<file path="src/rtl/aes_top_pack.sv">
// Shared types and sizes for the AES test-message datapath.
package aes_top_pack;

  localparam int WORD_COUNTER_SIZE = 8;

  typedef enum logic [2:0] {
    SEQ_IDLE,
    SEQ_ISSUE,
    SEQ_DRAIN,
    SEQ_DONE,
    SEQ_ERROR
  } seq_state_t;

  typedef enum logic [1:0] {
    ERR_NONE,
    ERR_TIMEOUT,
    ERR_MISMATCH,
    ERR_ABORT
  } seq_err_t;

endpackage

</file>
<file path="src/rtl/seq_watchdog.sv">
// Idle-cycle watchdog: counts enabled cycles without a clear. expired is high
// during the TIMEOUT_CYCLES-th consecutive idle cycle, so the owner can react
// on the following edge.
module seq_watchdog #(
  parameter int TIMEOUT_CYCLES = 1024
) (
  input  logic clk,
  input  logic rst_n,
  input  logic clear,
  input  logic enable,
  output logic expired
);

  localparam int CNT_W = $clog2(TIMEOUT_CYCLES + 1);

  logic [CNT_W-1:0] cnt;

  assign expired = enable && !clear && (cnt == CNT_W'(TIMEOUT_CYCLES - 1));

  // Idle-cycle counter, held at zero while disabled, saturating at the limit.
  always_ff @(posedge clk or negedge rst_n) begin
    if (!rst_n) begin
      cnt <= '0;
    end else if (clear || !enable) begin
      cnt <= '0;
    end else if (cnt != CNT_W'(TIMEOUT_CYCLES)) begin
      cnt <= cnt + 1'b1;
    end
  end

endmodule

</file>
<file path="src/rtl/msg_sequencer.sv">
// Sequences one AES test message per start: issues N word requests to the
// generator, waits for the remover count to advance by N, then checks that
// the adder count advanced by N as well. Reports done/err with a watchdog.
//
// state      | meaning
// SEQ_IDLE   | waiting for cfg_start
// SEQ_ISSUE  | gen_valid high, counting handshakes up to N
// SEQ_DRAIN  | all requests issued, waiting for remover to advance by N
// SEQ_DONE   | done pulse, busy drops
// SEQ_ERROR  | err pulse, busy drops, err_code holds the cause
module msg_sequencer
  import aes_top_pack::*;
#(
  parameter int TIMEOUT_CYCLES = 1024,
  parameter int WORD_W         = WORD_COUNTER_SIZE
) (
  input  logic              clk,
  input  logic              rst_n,
  input  logic              cfg_start,
  input  logic [WORD_W-1:0] cfg_words,
  input  logic              cfg_abort,
  output logic              gen_valid,
  output logic              gen_last,
  input  logic              gen_ready,
  input  logic [WORD_W-1:0] adder_cnt,
  input  logic [WORD_W-1:0] remover_cnt,
  output logic              busy,
  output logic              done,
  output logic              err,
  output logic [1:0]        err_code,
  output logic [WORD_W-1:0] issued_cnt
);

  seq_state_t        state_q, state_d;
  seq_err_t          err_code_q, err_code_d;
  logic [WORD_W-1:0] n_q, n_d;
  logic [WORD_W-1:0] add_snap_q, add_snap_d;
  logic [WORD_W-1:0] rem_snap_q, rem_snap_d;
  logic [WORD_W-1:0] add_prev_q, rem_prev_q;
  logic [WORD_W-1:0] issued_q, issued_d;
  logic              busy_q, busy_d;
  logic              done_q, done_d;
  logic              err_q, err_d;

  logic              hs;
  logic              progress;
  logic              start_accept;
  logic              wd_clear;
  logic              wd_enable;
  logic              wd_expired;
  logic [WORD_W-1:0] rem_delta;
  logic [WORD_W-1:0] add_delta;
  logic              complete;
  logic              match;

  assign gen_valid  = (state_q == SEQ_ISSUE);
  assign gen_last   = gen_valid && (issued_q == n_q - 1'b1);
  assign hs         = gen_valid && gen_ready;

  // Counter deltas are taken modulo 2^WORD_W, so wrapping counts still match.
  assign rem_delta  = remover_cnt - rem_snap_q;
  assign add_delta  = adder_cnt - add_snap_q;
  assign complete   = (rem_delta == n_q);
  assign match      = (add_delta == n_q);

  assign start_accept = (state_q == SEQ_IDLE) && cfg_start && (cfg_words != '0);
  assign progress     = hs || (adder_cnt != add_prev_q) || (remover_cnt != rem_prev_q);
  assign wd_clear     = progress || start_accept;
  assign wd_enable    = (state_q == SEQ_ISSUE) || (state_q == SEQ_DRAIN);

  assign busy       = busy_q;
  assign done       = done_q;
  assign err        = err_q;
  assign err_code   = err_code_q;
  assign issued_cnt = issued_q;

  seq_watchdog #(
    .TIMEOUT_CYCLES(TIMEOUT_CYCLES)
  ) u_watchdog (
    .clk    (clk),
    .rst_n  (rst_n),
    .clear  (wd_clear),
    .enable (wd_enable),
    .expired(wd_expired)
  );

  // Next-state and register-update decisions; abort > timeout > completion > handshake.
  always_comb begin
    state_d    = state_q;
    err_code_d = err_code_q;
    n_d        = n_q;
    add_snap_d = add_snap_q;
    rem_snap_d = rem_snap_q;
    issued_d   = issued_q;
    busy_d     = busy_q;
    done_d     = 1'b0;
    err_d      = 1'b0;

    case (state_q)
      SEQ_IDLE: begin
        if (cfg_start) begin
          err_code_d = ERR_NONE;
          if (cfg_words != '0) begin
            n_d        = cfg_words;
            add_snap_d = adder_cnt;
            rem_snap_d = remover_cnt;
            issued_d   = '0;
            busy_d     = 1'b1;
            state_d    = SEQ_ISSUE;
          end else begin
            done_d = 1'b1;
          end
        end
      end
      SEQ_ISSUE: begin
        if (cfg_abort) begin
          err_code_d = ERR_ABORT;
          err_d      = 1'b1;
          state_d    = SEQ_ERROR;
        end else if (wd_expired) begin
          err_code_d = ERR_TIMEOUT;
          err_d      = 1'b1;
          state_d    = SEQ_ERROR;
        end else if (hs) begin
          issued_d = issued_q + 1'b1;
          if (gen_last) begin
            state_d = SEQ_DRAIN;
          end
        end
      end
      SEQ_DRAIN: begin
        if (cfg_abort) begin
          err_code_d = ERR_ABORT;
          err_d      = 1'b1;
          state_d    = SEQ_ERROR;
        end else if (wd_expired) begin
          err_code_d = ERR_TIMEOUT;
          err_d      = 1'b1;
          state_d    = SEQ_ERROR;
        end else if (complete) begin
          if (match) begin
            done_d  = 1'b1;
            state_d = SEQ_DONE;
          end else begin
            err_code_d = ERR_MISMATCH;
            err_d      = 1'b1;
            state_d    = SEQ_ERROR;
          end
        end
      end
      SEQ_DONE, SEQ_ERROR: begin
        busy_d  = 1'b0;
        state_d = SEQ_IDLE;
      end
      default: begin
        busy_d  = 1'b0;
        state_d = SEQ_IDLE;
      end
    endcase
  end

  // State, snapshots, counters and pulse registers.
  always_ff @(posedge clk or negedge rst_n) begin
    if (!rst_n) begin
      state_q    <= SEQ_IDLE;
      err_code_q <= ERR_NONE;
      n_q        <= '0;
      add_snap_q <= '0;
      rem_snap_q <= '0;
      add_prev_q <= '0;
      rem_prev_q <= '0;
      issued_q   <= '0;
      busy_q     <= 1'b0;
      done_q     <= 1'b0;
      err_q      <= 1'b0;
    end else begin
      state_q    <= state_d;
      err_code_q <= err_code_d;
      n_q        <= n_d;
      add_snap_q <= add_snap_d;
      rem_snap_q <= rem_snap_d;
      add_prev_q <= adder_cnt;
      rem_prev_q <= remover_cnt;
      issued_q   <= issued_d;
      busy_q     <= busy_d;
      done_q     <= done_d;
      err_q      <= err_d;
    end
  end

endmodule

</file>
<file path="config.mk">
export PLATFORM = sky130hd
export DESIGN_NAME = msg_sequencer
export DESIGN_NICKNAME = d
export VERILOG_FILES = /design/src/rtl/aes_top_pack.sv /design/src/rtl/seq_watchdog.sv /design/src/rtl/msg_sequencer.sv
export SDC_FILE = /design/constraint.sdc
export NUM_CORES = 1
export LEC_CHECK = 0
export ABC_CLOCK_PERIOD_IN_PS = 3100
export BUFFER_PORTS_ARGS = -buffer_cell sky130_fd_sc_hd__buf_4
export CELL_PAD_IN_SITES_DETAIL_PLACEMENT = 1
export CELL_PAD_IN_SITES_GLOBAL_PLACEMENT = 2
export CORE_ASPECT_RATIO = 1.1
export CORE_MARGIN = 1.5
export CORE_UTILIZATION = 35
export CTS_BUF_LIST = sky130_fd_sc_hd__clkbuf_8
export DETAILED_ROUTE_END_ITERATION = 8
export GPL_ROUTABILITY_DRIVEN = 0
export PLACE_DENSITY = 0.79
export RECOVER_POWER = 100
export SLEW_MARGIN = 20
export SYNTH_ARGS = -nofsm -noshare
export SYNTH_HDL_FRONTEND = slang
export SYNTH_SLANG_ARGS = --single-unit
</file>
<file path="constraint.sdc">
create_clock -name clk -period 3.1 [get_ports clk]
set_input_delay 0.31 -clock clk [delete_from_list [all_inputs] [get_ports clk]]
set_output_delay 0.31 -clock clk [all_outputs]
set_load 0.03 [all_outputs]
</file>
==> flow_metrics.tcl <==
set metrics [dict create \
    drt-total-wl_mm 9.947 \
    rows 40 \
    start_util 0.3627 \
    fp.dieH_um 115.3 \
    synth_edf_count 0 \
    hp-class "input port to flop" \
    cpMaxStageDelayCell "dfrtp_1" \
    powerDensity_nw_per_um2 944.5 \
    period_share 0.9220 \
    grt_usage 0.1809 \
    grt-ovfl-total 0 \
    cp.arrival_ns 2.55 \
    drt_iter0_markers 87 \
    cp-start-kind "flop" \
    maxCapViolations 1 \
    placed_area_um2 4499 \
    fin_area_um2 4603 \
    drive_above_1_share 0.1106 \
    synth_cell_type_count 51 \
    synth.cell_area_um2 4011 \
    netlist.area_leader.share 0.4180 \
    path_cells "inv_1, ha_1, xor2_1, nor3_1, a31oi_1, nor4_1, nand3_1, nor2_1, buf_4" \
    yosysMostFrequentCell "dfrtp_1" \
    worst_pin_slew_ns 1.709 \
    htreeDepth 3 \
    layout.nets 516 \
    yosysSeqAreaShare 0.4180 \
    wl_per_cell_um 16.12 \
    maxSlewViolCount 68 \
    post_cts_buffers 0 \
    p_leak_nw 1.958 \
    clock_path_buffers 2 \
    finalPower_mw 4.348 \
    synth-async-reset-ratio 1.000 \
    syn_inst 418 \
    grt_pass1_vias 3400 \
    multiInputGateArea_um2 2166 \
    dr_total_vias 3129 \
    hold_viol 0 \
    antenna_found_initial 0 \
    grt_pass1_wl_mm 16.91 \
    synth_common_cells "67 x dfrtp_1, 46 x nor2_1, 41 x xnor2_1" \
    numCtsBuffers 9 \
    nFillCells 1284 \
    cts_sinks 67 \
    clk_pin_slew_ns 0.08 \
    critPathKind "flop to output pin" \
    yosys_warnings 0 \
    drtPass1Iterations 4 \
    io_pins 44 \
    antenna_cells 0 \
    vias_per_cell 5.071 \
    critPathMaxFanout 6 \
    grt_max_degree 68 \
    syn_to_final_growth_pct 14.75 \
    setup_violations 0 \
    max_slew_margin -0.1396 \
    core_um2 11060 \
    fin_crit_ns 2.858 \
    synthTopCellsByArea "dfrtp_1 42%, xnor2_1 9.0%, ha_1 6.2%" \
    crit_path_end_kind "output pin" \
    max_freq_mhz 349.9 \
    regArea_um2 1677 \
    vdd_ir_drop_max_mv 0.3026 \
    antenna_left 0 \
    die_x_um 105.1 \
    synth_top_area_cell "dfrtp_1" \
    place_ws_ns 0.1409 \
    setup_slack_ns 0.2419 \
    violations "capacitance limit, slew limit" \
    cpPeakStageDelay_ns 0.55 \
    cts_tree "built" \
    cts-root-buf "clkbuf_8" \
    synth.avg_cell_area_um2 9.597 \
    required_ns 2.79 \
    finish.utilization 0.4162 \
    route.detailed.drc 0 \
    insertion_delay_ns 0.36 \
    skew_ns 0.008974 \
    die-area_um2 12110 \
    ys_ff_latch 67 \
    yosys_most_used_dff "dfrtp_1" \
    rsz0062_at_grt "no" \
    port_buffers 43 \
    status "finished with violations" \
    place_hpwl_mm 7.404 \
    finalSetupTns_ns 0 \
    synth_fp_nets 469 \
]
==> per-stage QoR <==
| step | instances | hold WS (ns) |
|---|---|---|
| after floorplan | 418 | 0.01441 |
| after global placement | 601 | 0.4502 |
| after detailed placement | 601 | 0.4563 |
| after CTS | 617 | 0.06912 |
| after global routing | 617 | 0.1278 |
| final | 617 | 0.1215 |
==> path summary, 6_finish.rpt <==
| kind | startpoint | endpoint | slack, ns | cells past startpoint |
|---|---|---|---|---|
| worst min register to register | rem_snap_q[7] | rem_snap_q[7] | 0.54 | 1 |
| min in group asynchronous | rst_n | add_snap_q[3] | 0.41 | 1 |
| worst max register to register | rem_snap_q[0] | err_code[1] | 0.26 | 10 |
| max in group asynchronous | rst_n | issued_cnt[2] | 1.70 | 1 |
| worst max-delay path | n_q[0] | gen_last | 0.24 | 9 |
| worst min-delay path | remover_cnt[0] | rem_prev_q[0] | 0.12 | 1 |
==> logic make-up (layout without fill, tap and decap cells) <==
kind of cell | count (synthesis) | in the layout | share of synthesized area
multiplexers | 13 | 13 | 0.03649
flip-flops | 67 | 67 | 0.4180
AND/OR/NAND/NOR | 142 | 142 | 0.1747
AO/OA/AOI/OAI | 66 | 66 | 0.1123
XOR/XNOR | 67 | 67 | 0.1463
adder cells (fa/ha/maj) | 22 | 22 | 0.07236
buffers and inverters | 41 | 93 | 0.03993
==> sequential cells by signal (all words and copies together) (netlist names) <==
signal          cells
add_prev_q          8
add_snap_q          8
state_q             3
err_code            2
err                 1
done                1
busy                1
rem_snap_q          8
n_q                 8
u_watchdog.cnt     11
rem_prev_q          8
issued_cnt          8
==> routing by layer <==
metal / GRT usage / routed length (um) / vias up
met3: 0.03175 / 248 / 20
li1: - / - / 1512
met5: 0 / 0 / -
met2: 0.3203 / 4963 / 38
met4: 0.07580 / 200 / 0
met1: 0.2179 / 4535 / 1559
==> layout by cell type (no fill, tap or decap), drive strengths merged, types with 11 or more instances in the layout <==
cell type	instances
dfrtp	67
nor2	46
clkbuf	45
xnor2	41
nand2	36
inv	32
o21ai	29
xor2	26
ha	20
nand3	15
mux2	13
buf	11
==> critical path: cells and delay by family, from the launching register on <==
family          cells  cell delay [ns]
simple gates        4             0.83
fa+ha+maj           1             0.30
xor+xnor            1             0.18
flops               1             0.55
buf+inv             2             0.27
compound gates      1             0.06
==> timing repair <==
action                                  in CTS  in global routing
resized for setup                            0                  1
hold buffers                                 0                  0
endpoints found under the setup margin       0                  1
==> cell type report <==
cell class / count / share of cell area
clock inverter: 6 / 0.02256
multi-input combinational: 310 / 0.4705
inverter: 31 / 0.02528
clock buffer: 10 / 0.02990
timing repair buffer: 46 / 0.04757
sequential: 67 / 0.3642
tap: 147 / 0.03996
==> report_power, final <==
part	switching (mW)	internal [mW]	total, mW
Clock	0.362	0.551	0.913
Combinational	1.16	0.913	2.07
Sequential	0.275	1.09	1.37
(Power assumes the default switching activity.)
